## src/rtl/multicycle_ctrl_if.sv

```systemverilog
// Handshake/bus bundle between the multicycle controller and its datapath/stimulus.
// The master side supplies instruction fields and ALU status; the slave side
// (the controller) returns control strobes and status.
interface multicycle_ctrl_if #(
    parameter int CNT_W = 16
) ();
    logic             en;
    logic [6:0]       opcode;
    logic [2:0]       funct3;
    logic             funct7b5;
    logic             zero;
    logic             PCWrite;
    logic             PCSrc;
    logic             ALUSrc;
    logic [4:0]       ALU_operation;
    logic             RegWrite;
    logic             write;
    logic             MemtoReg;
    logic [2:0]       state;
    logic             inst_done;
    logic             halted;
    logic [CNT_W-1:0] inst_count;

    modport master (
        output en, opcode, funct3, funct7b5, zero,
        input  PCWrite, PCSrc, ALUSrc, ALU_operation, RegWrite, write,
               MemtoReg, state, inst_done, halted, inst_count
    );

    modport slave (
        input  en, opcode, funct3, funct7b5, zero,
        output PCWrite, PCSrc, ALUSrc, ALU_operation, RegWrite, write,
               MemtoReg, state, inst_done, halted, inst_count
    );
endinterface

```

## src/rtl/multicycle_ctrl.sv

```systemverilog
// Multicycle RISC-V style control unit: FETCH/DECODE/EXEC/MEM/WB sequencing,
// instruction field latch, retired-instruction counter and illegal-op halt.
// Control outputs are decoded from the registered state and latched fields.
module multicycle_ctrl #(
    parameter int CNT_W = 16
) (
    input  logic             clk,
    input  logic             reset,
    multicycle_ctrl_if.slave bus
);
    typedef enum logic [2:0] {
        S_FETCH  = 3'd0,
        S_DECODE = 3'd1,
        S_EXEC   = 3'd2,
        S_MEM    = 3'd3,
        S_WB     = 3'd4,
        S_HALT   = 3'd7
    } state_e;

    localparam logic [4:0] ALU_ADD = 5'd0;
    localparam logic [4:0] ALU_SUB = 5'd1;
    localparam logic [4:0] ALU_AND = 5'd2;
    localparam logic [4:0] ALU_OR  = 5'd3;
    localparam logic [4:0] ALU_XOR = 5'd4;
    localparam logic [4:0] ALU_SLL = 5'd5;
    localparam logic [4:0] ALU_SRL = 5'd6;
    localparam logic [4:0] ALU_SLT = 5'd7;

    localparam logic [6:0] OP_R  = 7'b0110011;
    localparam logic [6:0] OP_I  = 7'b0010011;
    localparam logic [6:0] OP_LW = 7'b0000011;
    localparam logic [6:0] OP_SW = 7'b0100011;
    localparam logic [6:0] OP_BR = 7'b1100011;

    state_e           state_q;
    logic [6:0]       opcode_q;
    logic [2:0]       funct3_q;
    logic             funct7b5_q;
    logic [CNT_W-1:0] count_q;
    logic [CNT_W-1:0] count_d;

    logic       is_r, is_i, is_lw, is_sw, is_br;
    logic       alu_ok, legal;
    logic [4:0] alu_dec;

    logic       pc_write, pc_src, alu_src, reg_write, mem_write, mem_to_reg, done;
    logic [4:0] alu_op;

    // Instruction class, taken only from the fields captured in FETCH
    assign is_r  = (opcode_q == OP_R);
    assign is_i  = (opcode_q == OP_I);
    assign is_lw = (opcode_q == OP_LW) && (funct3_q == 3'b010);
    assign is_sw = (opcode_q == OP_SW) && (funct3_q == 3'b010);
    assign is_br = (opcode_q == OP_BR) && (funct3_q[2:1] == 2'b00);
    assign legal = ((is_r || is_i) && alu_ok) || is_lw || is_sw || is_br;

    // ALU function decode shared by R and I-ALU; SUB exists only in the R form
    always_comb begin
        alu_ok  = 1'b1;
        alu_dec = ALU_ADD;
        case (funct3_q)
            3'b000: alu_dec = (is_r && funct7b5_q) ? ALU_SUB : ALU_ADD;
            3'b111: alu_dec = ALU_AND;
            3'b110: alu_dec = ALU_OR;
            3'b100: alu_dec = ALU_XOR;
            3'b001: alu_dec = ALU_SLL;
            3'b101: begin
                alu_dec = ALU_SRL;
                alu_ok  = ~funct7b5_q;   // arithmetic shift is not supported
            end
            3'b010: alu_dec = ALU_SLT;
            default: alu_ok = 1'b0;
        endcase
    end

    // Control strobes per state; WB repeats the EXEC ALU setting so the result stays stable
    always_comb begin
        pc_write   = 1'b0;
        pc_src     = 1'b0;
        alu_src    = 1'b0;
        alu_op     = ALU_ADD;
        reg_write  = 1'b0;
        mem_write  = 1'b0;
        mem_to_reg = 1'b0;
        done       = 1'b0;
        case (state_q)
            S_EXEC: begin
                if (is_lw || is_sw) begin
                    alu_src = 1'b1;
                end else if (is_br) begin
                    alu_op   = ALU_SUB;
                    pc_write = 1'b1;
                    pc_src   = funct3_q[0] ? ~bus.zero : bus.zero;
                    done     = 1'b1;
                end else begin
                    alu_src = is_i;
                    alu_op  = alu_dec;
                end
            end
            S_MEM: begin
                alu_src = 1'b1;
                if (is_sw) begin
                    mem_write = 1'b1;
                    pc_write  = 1'b1;
                    done      = 1'b1;
                end
            end
            S_WB: begin
                reg_write  = 1'b1;
                pc_write   = 1'b1;
                done       = 1'b1;
                mem_to_reg = ~is_lw;
                if (is_lw) begin
                    alu_src = 1'b1;
                end else begin
                    alu_src = is_i;
                    alu_op  = alu_dec;
                end
            end
            default: ;
        endcase
    end

    assign count_d = count_q + CNT_W'(1);

    // Sequencer, field latch and retirement counter
    always_ff @(posedge clk or negedge reset) begin
        if (!reset) begin
            state_q    <= S_FETCH;
            opcode_q   <= '0;
            funct3_q   <= '0;
            funct7b5_q <= 1'b0;
            count_q    <= '0;
        end else begin
            if (done) begin
                count_q <= count_d;
            end
            case (state_q)
                S_FETCH: begin
                    if (bus.en) begin
                        opcode_q   <= bus.opcode;
                        funct3_q   <= bus.funct3;
                        funct7b5_q <= bus.funct7b5;
                        state_q    <= S_DECODE;
                    end
                end
                S_DECODE: state_q <= legal ? S_EXEC : S_HALT;
                S_EXEC: begin
                    if (is_br) begin
                        state_q <= S_FETCH;
                    end else if (is_lw || is_sw) begin
                        state_q <= S_MEM;
                    end else begin
                        state_q <= S_WB;
                    end
                end
                S_MEM:   state_q <= is_lw ? S_WB : S_FETCH;
                S_WB:    state_q <= S_FETCH;
                S_HALT:  state_q <= S_HALT;
                default: state_q <= S_FETCH;
            endcase
        end
    end

    assign bus.PCWrite       = pc_write;
    assign bus.PCSrc         = pc_src;
    assign bus.ALUSrc        = alu_src;
    assign bus.ALU_operation = alu_op;
    assign bus.RegWrite      = reg_write;
    assign bus.write         = mem_write;
    assign bus.MemtoReg      = mem_to_reg;
    assign bus.state         = state_q;
    assign bus.inst_done     = done;
    assign bus.halted        = (state_q == S_HALT);
    assign bus.inst_count    = count_q;
endmodule

```

## src/flat_wrapper.sv

```systemverilog
// flat-port wrapper written by rule: the top's interface ports become plain ports
module multicycle_ctrl_flat 
#(
    parameter int CNT_W = 16
)
  (clk, reset, bus_en, bus_opcode, bus_funct3, bus_funct7b5, bus_zero, bus_PCWrite, bus_PCSrc, bus_ALUSrc, bus_ALU_operation, bus_RegWrite, bus_write, bus_MemtoReg, bus_state, bus_inst_done, bus_halted, bus_inst_count);
  multicycle_ctrl_if #(.CNT_W(CNT_W)) bus_i ();
  input  logic clk;
  input  logic reset;
  input wire logic [$bits(bus_i.en)-1:0] bus_en;
  input wire logic [$bits(bus_i.opcode)-1:0] bus_opcode;
  input wire logic [$bits(bus_i.funct3)-1:0] bus_funct3;
  input wire logic [$bits(bus_i.funct7b5)-1:0] bus_funct7b5;
  input wire logic [$bits(bus_i.zero)-1:0] bus_zero;
  output wire logic [$bits(bus_i.PCWrite)-1:0] bus_PCWrite;
  output wire logic [$bits(bus_i.PCSrc)-1:0] bus_PCSrc;
  output wire logic [$bits(bus_i.ALUSrc)-1:0] bus_ALUSrc;
  output wire logic [$bits(bus_i.ALU_operation)-1:0] bus_ALU_operation;
  output wire logic [$bits(bus_i.RegWrite)-1:0] bus_RegWrite;
  output wire logic [$bits(bus_i.write)-1:0] bus_write;
  output wire logic [$bits(bus_i.MemtoReg)-1:0] bus_MemtoReg;
  output wire logic [$bits(bus_i.state)-1:0] bus_state;
  output wire logic [$bits(bus_i.inst_done)-1:0] bus_inst_done;
  output wire logic [$bits(bus_i.halted)-1:0] bus_halted;
  output wire logic [$bits(bus_i.inst_count)-1:0] bus_inst_count;
  assign bus_i.en = bus_en;
  assign bus_i.opcode = bus_opcode;
  assign bus_i.funct3 = bus_funct3;
  assign bus_i.funct7b5 = bus_funct7b5;
  assign bus_i.zero = bus_zero;
  assign bus_PCWrite = bus_i.PCWrite;
  assign bus_PCSrc = bus_i.PCSrc;
  assign bus_ALUSrc = bus_i.ALUSrc;
  assign bus_ALU_operation = bus_i.ALU_operation;
  assign bus_RegWrite = bus_i.RegWrite;
  assign bus_write = bus_i.write;
  assign bus_MemtoReg = bus_i.MemtoReg;
  assign bus_state = bus_i.state;
  assign bus_inst_done = bus_i.inst_done;
  assign bus_halted = bus_i.halted;
  assign bus_inst_count = bus_i.inst_count;
  multicycle_ctrl #(.CNT_W(CNT_W)) u_core (.clk(clk), .reset(reset), .bus(bus_i));
endmodule
```

## config.mk

```make
export PLATFORM = sky130hd
export DESIGN_NAME = multicycle_ctrl_flat
export DESIGN_NICKNAME = d
export VERILOG_FILES = /design/src/rtl/multicycle_ctrl_if.sv /design/src/rtl/multicycle_ctrl.sv /design/src/flat_wrapper.sv
export SDC_FILE = /design/constraint.sdc
export NUM_CORES = 1
export LEC_CHECK = 0
export BUFFER_PORTS_ARGS = -buffer_cell sky130_fd_sc_hd__buf_2
export CAP_MARGIN = 20
export CORE_MARGIN = 1
export CORE_UTILIZATION = 50
export DETAILED_ROUTE_END_ITERATION = 8
export PLACE_DENSITY = 0.82
export RECOVER_POWER = 100
export SLEW_MARGIN = 20
export SYNTH_ARGS = -nofsm -noshare
export SYNTH_HDL_FRONTEND = slang
export SYNTH_SLANG_ARGS = --single-unit
```

## constraint.sdc

```tcl
create_clock -name clk -period 2.67 [get_ports clk]
set_clock_uncertainty 0.15 [all_clocks]
set_input_delay 0 -clock clk [delete_from_list [all_inputs] [get_ports clk]]
set_output_delay 0 -clock clk [all_outputs]
set_load 0.02 [all_outputs]
```

After elaboration in Yosys (flattened, before gate mapping)
Cells that the tools add are included.
{ "op_classes": {"n_addsub": 1, "eq_ne": 17, "muxes": 28, "n_bitwise": 3, "reduce_logical": 15} }
{ "op_table": {"columns": ["cell", "n"], "rows": [
  ["one-hot mux 5 bit (7 select lines)", 1],
  ["equality test 3 bit (second input constant)", 6],
  ["adder 16 x 1 -> 16 bit (second input constant)", 1],
  ["2-to-1 mux 3 bit", 5],
  ["2-to-1 mux 5 bit", 3],
  ["one-hot mux 3 bit (5 select lines)", 1],
  ["equality test 7 x 6 -> 1 bit (second input constant)", 2],
  ["2-to-1 mux 1 bit", 14],
  ["one-hot mux 5 bit (2 select lines)", 1],
  ["equality test 3 x 2 -> 1 bit (second input constant)", 3],
  ["equality test 7 x 2 -> 1 bit (second input constant)", 1],
  ["equality test 7 x 5 -> 1 bit (second input constant)", 1],
  ["equality test 7 bit (second input constant)", 1],
  ["equality test 3 x 1 -> 1 bit (second input constant)", 2],
  ["logical NOT 3 bit", 2],
  ["one-hot mux 1 bit (3 select lines)", 2],
  ["OR reduction 6 bit", 1],
  ["logical AND 1 bit", 5],
  ["logical OR 1 bit", 5],
  ["inverter 1 bit", 3],
  ["logical NOT 2 bit", 1],
  ["inequality test 2 bit (second input constant)", 1],
  ["one-hot mux 1 bit (2 select lines)", 1],
  ["AND reduction 2 bit", 1]
]} }
{ "word_totals": {"ff_bits": 30, "in_bits": 15, "out_inout_bits": 32} }

Longest topological paths before layout
Gate-level depths: netlist (run 1).
{ "depth": {"ltp_word": 9, "ltp_mapped": 6, "depth_no_buf": 5} }

Worst setup path before layout (run 1)
OpenSTA, ideal clock, no wires.
{ "synth_timing": {"path_type": "register -> register", "startpoint": "register u_core.state_q[0], in the netlist u_core.bus.state[0]", "endpoint": "register u_core.count_q[1], in the netlist u_core.bus.inst_count[1]", "arrival_ps": 2085, "required_time_ps": 2395, "path_slack_ps": 310, "path_stages_with_launch": 6, "period_less_slack_ps": 2360, "cell_sequence": "dfrtp_1 -> clkbuf_1 -> nor3b_1 -> o2bb2a_4 -> o21ai_2 -> mux2_2"} }
{ "synth_via": {"elab_chain_len": 2, "elab_cells_between_ends": 4, "cone_classes": "3 x eq/ne; 1 x mux"} }
{ "synth_rtl": {"columns": ["item", "line", "text"], "rows": [
  ["start, declared", "multicycle_ctrl.sv:35", "state_e state_q;"],
  ["start signal, assigned", "multicycle_ctrl.sv:147", "S_DECODE: state_q <= legal ? S_EXEC : S_HALT;"],
  ["start signal, assigned", "multicycle_ctrl.sv:157", "S_MEM: state_q <= is_lw ? S_WB : S_FETCH;"],
  ["equality test 3 bit or equality test 3 x 2 -> 1 bit (tied branches)", null, null],
  ["one-hot mux 1 bit (3 select lines) (*)", null, null],
  ["via bus_PCWrite", "flat_wrapper.sv:15", "output wire logic [$bits(bus_i.PCWrite)-1:0] bus_PCWrite;"],
  ["end signal, assigned", "multicycle_ctrl.sv:136", "count_q <= count_d;"],
  ["end, declared", "multicycle_ctrl.sv:39", "logic [CNT_W-1:0] count_q;"]
]} }
Mark *: on every way through the listed nets, which the timed path passes. The rest lies on a longest branch.
A chain may end at the register's enable or synchronous reset.

Worst setup path in the final report (run 1)
{ "layout_timing": {"startpoint": "register u_core.funct3_q[2]", "endpoint": "output port bus_ALU_operation[0]"} }
{ "layout_via": {"elab_chain_len": 5, "elab_cells_between_ends": 17, "cone_classes": "6 x eq/ne; 5 x mux; 6 x reduce/logical"} }
{ "layout_rtl": {"columns": ["item", "line", "text"], "rows": [
  ["start, declared", "multicycle_ctrl.sv:37", "logic [2:0] funct3_q;"],
  ["start signal, assigned", "multicycle_ctrl.sv:142", "funct3_q <= bus.funct3;"],
  ["equality test 3 x 2 -> 1 bit (tied with other cells)", "multicycle_ctrl.sv:52, multicycle_ctrl.sv:53, multicycle_ctrl.sv:61", null],
  ["one-hot mux 5 bit (7 select lines) (tied with other cells)", "multicycle_ctrl.sv:61", "case (funct3_q)"],
  ["2-to-1 mux 5 bit or logical OR 1 bit (tied branches)", "multicycle_ctrl.sv:90, multicycle_ctrl.sv:88", null],
  ["2-to-1 mux 5 bit", "multicycle_ctrl.sv:88", "if (is_lw || is_sw) begin"],
  ["one-hot mux 5 bit (2 select lines) (*)", "multicycle_ctrl.sv:86", "case (state_q)"],
  ["end, declared", "flat_wrapper.sv:18", "output wire logic [$bits(bus_i.ALU_operation)-1:0] bus_ALU_operation;"]
]} }
Every way passes the cells marked *; elsewhere a longest branch is shown, timed or not.

==> results of run 1 <==
-- metal layers --
metal,wire (µm),up-vias,GRT usage [%]
met4,40,0,7.823
met3,174,7,6.769
li1,-,654,-
met1,1538,641,26.14
met5,0,-,0
met2,1827,41,39.49
-- power by group through the flow --
stage                     Combinational, mW  Clock, mW  Sequential, mW
final                                 0.778      0.249           0.805
after global routing                  0.847      0.274           0.834
after CTS                             0.811      0.257           0.805
after detailed placement              0.787          0           0.810
after global placement                0.764          0           0.785
after floorplan                       0.599          0           0.770
-- cell type report --
cell class | instances | area, µm²
Fill cell | 271 | 1060
Multi-Input combinational cell | 113 | 815.8
Sequential cell | 30 | 753.2
Timing Repair Buffer | 61 | 341.6
Tap cell | 44 | 55.05
Clock buffer | 7 | 45.04
Inverter | 2 | 7.507
-- flip-flops by register name (all words and copies together) (netlist names) --
name / count
u_core.opcode_q: 7
u_core.funct7b5_q: 1
u_core.bus.state: 3
u_core.funct3_q: 3
u_core.bus.inst_count: 16
-- layout by cell type, fill, tap and decap left out, drive strengths merged, types with 4 or more instances in the layout --
cell type     n
nand2        13
dlygate4sd3  13
dfrtp        30
buf          17
nor3          4
a21oi         5
nor2         10
nand4         5
xor2         10
nand2b        4
mux2         12
clkbuf       38
nand3         6
and3          4
xnor2         8
o21ai         4
-- worst max-delay path, delay by kind of cell (launching register included) --
family	cells	cell delay [ps]
compound gates	3	440
buf+inv	1	170
flops	1	470
simple gates	2	1020
-- timing repair --
action	in CTS	in global routing
endpoints found under the setup margin	2	2
hold buffers	13	0
gates resized for setup	4	2
hold endpoints to repair	42	0
-- worst max path at each step --
stage                                    startpoint                              endpoint  slack [ps]
finish               u_core.funct3_q[2]$_DFFE_PN0P_                  bus_ALU_operation[0]         110
global route         u_core.funct3_q[2]$_DFFE_PN0P_                  bus_ALU_operation[0]          20
CTS                  u_core.funct3_q[2]$_DFFE_PN0P_                  bus_ALU_operation[0]          20
detailed placement   u_core.funct3_q[2]$_DFFE_PN0P_                  bus_ALU_operation[0]         260
global placement     u_core.funct3_q[2]$_DFFE_PN0P_                  bus_ALU_operation[0]         360
floorplan           u_core.bus.state[0]$_DFFE_PN0P_  u_core.bus.inst_count[1]$_DFFE_PN0P_         310
-- metrics by stage --
step / hold slack [ps] / total power, mW / setup WS, ps / instance area [µm²]
finish: 243.3 / 1.832 / 111.2 / 2018
global route: 260.1 / 1.954 / 22.75 / 2018
CTS: 110.0 / 1.873 / 24.36 / 2081
detailed placement: -78.45 / 1.597 / 262.7 / 1899
global placement: -95.55 / 1.550 / 355.3 / 1899
floorplan: -445.6 / 1.369 / 310.1 / 1649
-- cells by family (layout without fill, tap and decap cells) --
| kind of cell | Yosys count | count (layout) |
|---|---|---|
| adder cells (fa/ha/maj) | 1 | 1 |
| AND/OR/NAND/NOR | 62 | 62 |
| AO/OA/AOI/OAI | 17 | 17 |
| other | 1 | 2 |
| multiplexers | 13 | 13 |
| XOR/XNOR | 18 | 18 |
| buffers and inverters | 12 | 70 |
| flip-flops | 30 | 30 |
==> impl_metrics.ini, run 1 <==
[min_path]
holdPathEnd = bus_PCSrc
hold_path.class = in2out
min_from = bus_zero
whs_path_depth = 4

[synth]
synth_top_family_by_area = simple AND/OR/NAND/NOR gates
yosys.area_share.adder_pct = 0.7605
synth_mux_area_share_pct = 8.821
yosys_warnings = 0
synth_top_cell_area_share_pct = 45.63
ys_async_sr_fraction_pct = 100.0
synth_xor_area_share_pct = 9.582
netlist_area_mm2 = 0.001645
synth_compound_area_share_pct = 7.985
synthFlopType = dfrtp_1
yosys-top-cells-count = dfrtp_1, nand2_1, mux2_2, nor2_1, xor2_1
ys_types = 46
synth.area.top_cells = dfrtp_1, mux2_2, xor2_1, xnor2_1, nand2_1
synth-simple-area-share_pct = 22.81
synth-seq-cells = 30
syn_inst = 154
syn_area_per_cell_um2 = 10.68
ys_seq_area_share_pct = 45.63
yosysTopAreaCell = dfrtp_1
synth-edff-count = 0
yosysMostFrequentCell = dfrtp_1

[pwr]
seqPwrFrac_pct = 43.9
peakVddDrop_mv = 0.4800
p_comb_share_pct = 42.5
p_per_area_mw_per_mm2 = 907.7
swShare_pct = 42.37
p_sw_mw = 0.7761
cellLeakagePower_nw = 0.9210
p_int_mw = 1.056
pwr-share-clk_pct = 13.6

[floorplanning]
die_h_um = 59.37
io-pin-count = 47
die_area_mm2 = 0.003524
die_w_um = 59.37
core_region_area_mm2 = 0.003078
fp-row-count = 20
initial_utilization_pct = 53.46

[worst_setup_path]
critPathArrivalTime_ps = 2410
cp_slowest_cell = or4b_4
worst_ep_required_time_ps = 2520
rr_startpoint = u_core.funct3_q[2]$_DFFE_PN0P_
cp-start-kind = register
cp-end-kind = primary output
crit_type = reg2out
reg2reg_depth = 5
worstPathCellList = or4b_4 -> or3b_4 -> o21ai_2 -> a21boi_2 -> o22ai_1 -> clkbuf_2
regToRegSetupSlack_ps = 210
r2r_end = u_core.bus.inst_count[12]$_DFFE_PN0P_
critPathMaxStageDelay_ps = 570
path_max_fanout = 9

[routing]
route.detailed.drc = 0
viasPerCell = 5.226
wl_per_cell_um = 13.93
drt-initial-drc-count = 52
ant_nets = 0
first_pass_iters = 6
vias = 1343
drt-total-wl_mm = 3.581

[timing]
period_needed_ps = 2559
max_freq_mhz = 390.8
rsz0062_at_grt = no
finalSetupViolations = 0
period_share_pct = 95.83
timing.setup.tns_ps = 0
hold_viol = 0
slew_headroom_pct = -5.467
slew_violations = 31
tightest_slew_ps = 1582

[place]
port_buffers = 44
hpwlAfterDp_mm = 2.549
dp_cells = 237
place.gp.congestion = 0.8946

[final_layout]
nNetsFinal = 229
drive_gt1_share_pct = 22.54
instances_no_fill = 257
area_delta_synth_final_pct = 22.66
post-route-util_pct = 65.57
diodes = 0

[status]
violations = capacitance limit, slew limit
status = finished with violations

[grt]
grt_pass1_vias = 1293
grtUsageTotal_pct = 22.60
grt_max_degree = 31
grt_pass1_wl_mm = 5.830
antenna_found_initial = 0
overflow = 0

[job]
cap_viol_max_count = 1

[clock_network]
clockBufferDepth = 2
numCtsBuffers = 5
cts_root_buffer = clkbuf_4
clk_latency_ps = 320
post_cts_buffers = 0
htreeDepth = 2
cts.sinks = 30
cts_tree = yes
path_clk_slew_ps = 80
(Power assumes the default switching activity.)
==> run 2, diff against run 1 <==
==> constraint.sdc (replaced) <==
create_clock -name clk -period 2.67 [get_ports clk]
set_clock_uncertainty 0.15 [all_clocks]
set_input_delay 0.1335 -clock clk [delete_from_list [all_inputs] [get_ports clk]]
set_output_delay 0.1335 -clock clk [all_outputs]
set_load 0.02 [all_outputs]
==> run 2 against run 1 <==
The run still ends with capacitance limit, slew limit left. Sequential power decreased by 5.3%. Final area increased by 4.4%. Final cell count increased by 2.3%. Routed wire length increased by 3.9%. Critical path type unchanged.
==> impl_metrics.ini, run 2 (same netlist as run 1, synthesis figures left out) <==
[status]
status = finished with violations
violations = capacitance limit, slew limit

[pwr]
p_per_area_mw_per_mm2 = 926.8
swShare_pct = 41.43
seqPwrFrac_pct = 39.0
cellLeakagePower_nw = 1.013
p_comb_share_pct = 46.5
peakVddDrop_mv = 0.5847
p_sw_mw = 0.8091
p_int_mw = 1.144
pwr-share-clk_pct = 14.5

[grt]
grtUsageTotal_pct = 24.71
grt_pass1_wl_mm = 6.348
grt_max_degree = 31
antenna_found_initial = 0
grt_pass1_vias = 1395
overflow = 0

[final_layout]
nNetsFinal = 234
final_cell_mix = dfrtp_1, clkbuf_1, buf_2
area_delta_synth_final_pct = 28.06
largest_reg_flops = 16
drive_gt1_share_pct = 26.94
final_area_mm2 = 0.002107
post-route-util_pct = 68.46
diodes = 0
fill_cells = 253
final_common_cell = dfrtp_1

[timing]
whs_ps = 93.36
finalSetupViolations = 0
period_share_pct = 96.94
max_freq_mhz = 386.4
slew_headroom_pct = -6.959
hold_viol = 0
slew_violations = 31
tightest_slew_ps = 1604
timing.setup.tns_ps = 0
finalWorstSetupSlack_ps = 81.69
period_needed_ps = 2588

[worst_setup_path]
critPathArrivalTime_ps = 2300
cp-start-kind = register
path_max_fanout = 4
worst_ep_required_time_ps = 2390
cp_slowest_cell = or4b_4
crit_type = reg2out
regToRegSetupSlack_ps = 340
cp-end-kind = primary output
critPathMaxStageDelay_ps = 550
worstPathCellList = or4b_4 -> or3b_4 -> o21ai_4 -> a21boi_4 -> o22ai_2 -> buf_6

[clock_network]
numCtsBuffers = 5
htreeDepth = 2
cts.sinks = 30
cts_tree = yes
cts_root_buffer = clkbuf_4
clockBufferDepth = 2
path_clk_slew_ps = 100
clk_latency_ps = 330

[floorplanning]
die_h_um = 59.37
die_w_um = 59.37
fp-row-count = 20
core_region_area_mm2 = 0.003078
initial_utilization_pct = 53.46
die_area_mm2 = 0.003524
io-pin-count = 47

[routing]
viasPerCell = 5.202
wl_per_cell_um = 14.15
drt-total-wl_mm = 3.722
route.detailed.drc = 0
vias = 1368
first_pass_iters = 4
ant_nets = 0
drt-initial-drc-count = 63

[place]
hpwlAfterDp_mm = 2.594
port_buffers = 44
post_dp_cell_area_mm2 = 0.001922
dp_worst_setup_slack_ps = 237.7
place.gp.congestion = 0.8838

[min_path]
hold_path.class = in2reg

[job]
cap_viol_max_count = 1
## run 2: changes by cell type in the layout (fill, tap and decap cells not counted), moves of 4 or more
cell and change:
buf_4 +6, clkbuf_1 -4, buf_2 +6, clkbuf_2 -4
## run 2: worst paths after layout
| kind | startpoint | to | depth (start not counted) |
|---|---|---|---|
| min in group asynchronous | reset | u_core.bus.state[0]$_DFFE_PN0P_ | 2 |
| worst min register to register | u_core.bus.inst_count[15]$_DFFE_PN0P_ | u_core.bus.inst_count[15]$_DFFE_PN0P_ | 1 |
| worst max-delay path | u_core.funct3_q[0]$_DFFE_PN0P_ | bus_ALU_operation[0] | 6 |
| max in group asynchronous | reset | u_core.opcode_q[6]$_DFFE_PN0P_ | 2 |
| worst max register to register | u_core.funct3_q[0]$_DFFE_PN0P_ | u_core.bus.inst_count[12]$_DFFE_PN0P_ | 5 |
| worst min-delay path | bus_en | u_core.bus.state[0]$_DFFE_PN0P_ | 4 |
## run 2: power by group through the flow
stage          combinational, mW  clock (mW)  sequential (mW)
2_1_floorplan              0.599           0            0.770
3_3_place_gp               0.841           0            0.750
3_5_place_dp               0.864           0            0.770
4_1_cts                    0.889       0.289            0.764
5_1_grt                    0.995       0.310            0.789
6_report                   0.909       0.282            0.762
## run 2: worst max-delay path, delay by kind of cell, from the launching register on
kind / cells / cell delay [ps]
simple gates: 2 / 970
compound gates: 3 / 460
flops: 1 / 390
buf+inv: 1 / 150
## run 2: cell type report
| cell class | instances | area [µm²] | area share [%] |
|---|---|---|---|
| Clock inverter | 1 | 5.005 | 0.2375 |
| Inverter | 2 | 7.507 | 0.3563 |
| Clock buffer | 7 | 55.05 | 2.613 |
| Sequential cell | 30 | 752.0 | 35.69 |
| Timing Repair Buffer | 66 | 386.6 | 18.35 |
| Multi-Input combinational cell | 113 | 845.8 | 40.14 |
| Tap cell | 44 | 55.05 | 2.613 |
## run 2: routing by layer
layer,vias to the layer above,share of wire [%],GRT usage [%]
met1,655,45,29.61
li1,673,-,-
met2,38,51,42.86
met5,-,0,0
met3,2,3.9,5.895
met4,0,0.46,9.184
## run 2: stage by stage
stage	power [mW]	instances
floorplan	1.369	155
global placement	1.591	240
detailed placement	1.634	240
CTS	1.942	260
global route	2.094	263
finish	1.953	263
## run 2: what timing repair did
action / 4_1_cts / 5_1_grt
setup buffers: 0 / 3
hold endpoints to repair: 41 / 0
hold buffers: 12 / 0
setup endpoints to repair: 2 / 3
gates resized for setup: 4 / 6
pin swaps: 0 / 3
==> run 3, diff against run 2 <==
--- a/config.mk
+++ b/config.mk
@@ -11,7 +11,7 @@
 export CORE_UTILIZATION = 50
 export DETAILED_ROUTE_END_ITERATION = 8
 export PLACE_DENSITY = 0.82
-export RECOVER_POWER = 100
+export RECOVER_POWER = 50
 export SLEW_MARGIN = 20
 export SYNTH_ARGS = -nofsm -noshare
 export SYNTH_HDL_FRONTEND = slang
==> run 3 against run 2 <==
The flow still finishes with violations (capacitance limit, slew limit). Non-clock buffer count unchanged. Worst setup slack worse by 16 ps. Die area unchanged. Register-to-register slack better by 40 ps. Hold slack better by 2.9 ps. First-iteration DRC count up 14%. Critical path type unchanged.
==> impl_metrics.ini, run 3 (same netlist as run 1, synthesis figures left out) <==
[status]
status = finished with violations
violations = capacitance limit, slew limit

[worst_setup_path]
critPathArrivalTime_ps = 2320
crit_type = reg2out
cp-start-kind = register
cp_slowest_cell = or4b_4
worst-path-buf-inv = 1
regToRegSetupSlack_ps = 380
path_max_fanout = 4
reg2reg_depth = 6
critPathMaxStageDelay_ps = 560
worstSetupPathDepth = 6
worst_ep_required_time_ps = 2390
worstPathCellList = or4b_4 -> or3b_4 -> o21ai_4 -> a21boi_4 -> o22ai_2 -> buf_6
cp-end-kind = primary output
crit_family = simple AND/OR/NAND/NOR gates

[routing]
first_pass_iters = 4
route.detailed.drc = 0
ant_nets = 0
drt-total-wl_mm = 3.740
drt-initial-drc-count = 72
wl_per_cell_um = 14.22
viasPerCell = 5.190
vias = 1365

[grt]
grt_pass1_vias = 1395
antenna_found_initial = 0
met2_usage_pct = 42.86
grt_max_degree = 31
grt_pass1_wl_mm = 6.348
use_met1_pct = 29.61
top_usage_layer = met2
grtUsageTotal_pct = 24.71
met3_usage_pct = 5.895
overflow = 0

[pwr]
p_int_mw = 1.167
p_per_area_mw_per_mm2 = 925.5
seqPwrFrac_pct = 38.5
p_sw_mw = 0.8180
p_comb_share_pct = 47.2
swShare_pct = 41.22
peakVddDrop_mv = 0.5953
cellLeakagePower_nw = 1.050
pwr-share-clk_pct = 14.2

[clock_network]
clockBufferDepth = 2
numCtsBuffers = 5
path_clk_slew_ps = 90
htreeDepth = 2
cts.sinks = 30
cts_root_buffer = clkbuf_4
clk_latency_ps = 330
cts_tree = yes

[job]
cap_viol_max_count = 1

[final_layout]
largest_reg_flops = 16
final_cell_mix = dfrtp_1, buf_2, clkbuf_1
diodes = 0
drive_gt1_share_pct = 32.88
nNetsFinal = 234
final_area_mm2 = 0.002145
area_delta_synth_final_pct = 30.34
final_common_cell = dfrtp_1

[floorplanning]
die_w_um = 59.37
fp-row-count = 20
io-pin-count = 47
die_h_um = 59.37
die_area_mm2 = 0.003524
core_region_area_mm2 = 0.003078
initial_utilization_pct = 53.46

[place]
post_dp_cell_area_mm2 = 0.001922
port_buffers = 44
hpwlAfterDp_mm = 2.594
place.gp.congestion = 0.8838

[timing]
period_needed_ps = 2605
period_share_pct = 97.55
tightest_slew_ps = 1618
slew_headroom_pct = -7.851
hold_viol = 0
max_freq_mhz = 384.0
timing.setup.tns_ps = 0
finalSetupViolations = 0
slew_violations = 31

[min_path]
whs_path_depth = 4
hold_path.class = in2reg
run 3: routing by layer:
metal,routed length (µm),up-vias
met2,1865,37
met1,1672,649
met5,0,-
met3,157,6
li1,-,673
met4,44,0
run 3: worst reg2reg max path: stages (launching register included):
cell      delay [ps]
dfrtp_1          400
buf_4            170
nor4bb_1         470
o2bb2a_4         220
o31a_4           380
nor4b_4          270
xor2_1           160
run 3: power groups by stage:
| stage | registers [mW] | clock network, mW | logic (mW) |
|---|---|---|---|
| 2_1_floorplan | 0.770 | 0 | 0.599 |
| 3_3_place_gp | 0.750 | 0 | 0.841 |
| 3_5_place_dp | 0.770 | 0 | 0.864 |
| 4_1_cts | 0.764 | 0.289 | 0.889 |
| 5_1_grt | 0.790 | 0.310 | 1.02 |
| 6_report | 0.765 | 0.283 | 0.937 |
run 3: area by class of cell:
type	count	area (µm²)
Multi-Input combinational cell	113	867.1
Clock inverter	1	5.005
Inverter	2	7.507
Clock buffer	7	55.05
Sequential cell	30	752.0
Timing Repair Buffer	66	402.9
Fill cell	245	933.4
Tap cell	44	55.05
run 3: timing repair:
action	in CTS	in global routing
buffers inserted	0	3
pin swaps	0	3
endpoints found under the setup margin	2	3
hold endpoints to repair	41	0
resized for setup	4	6
hold buffers	12	0
run 3: worst paths after layout:
kind	start	end
max	u_core.funct3_q[0]$_DFFE_PN0P_	bus_ALU_operation[0]
min	bus_en	u_core.bus.state[0]$_DFFE_PN0P_
max reg2reg	u_core.funct3_q[1]$_DFFE_PN0P_	u_core.bus.inst_count[12]$_DFFE_PN0P_
min reg2reg	u_core.bus.inst_count[15]$_DFFE_PN0P_	u_core.bus.inst_count[15]$_DFFE_PN0P_
max in group asynchronous	reset	u_core.opcode_q[6]$_DFFE_PN0P_
min in group asynchronous	reset	u_core.bus.state[0]$_DFFE_PN0P_
run 3: metrics by stage:
step                worst slack [ps]  total power [mW]  cells  hold WS [ps]  utilization [%]
floorplan                      264.0             1.369    155        -312.1                -
global placement               309.7             1.591    240         33.09            62.44
detailed placement             237.7             1.634    240         47.08            62.44
CTS                            20.21             1.942    260         95.95            68.62
global route                  -22.11             2.124    263         102.5            69.67
finish                         65.50             1.985    263         96.26            69.67
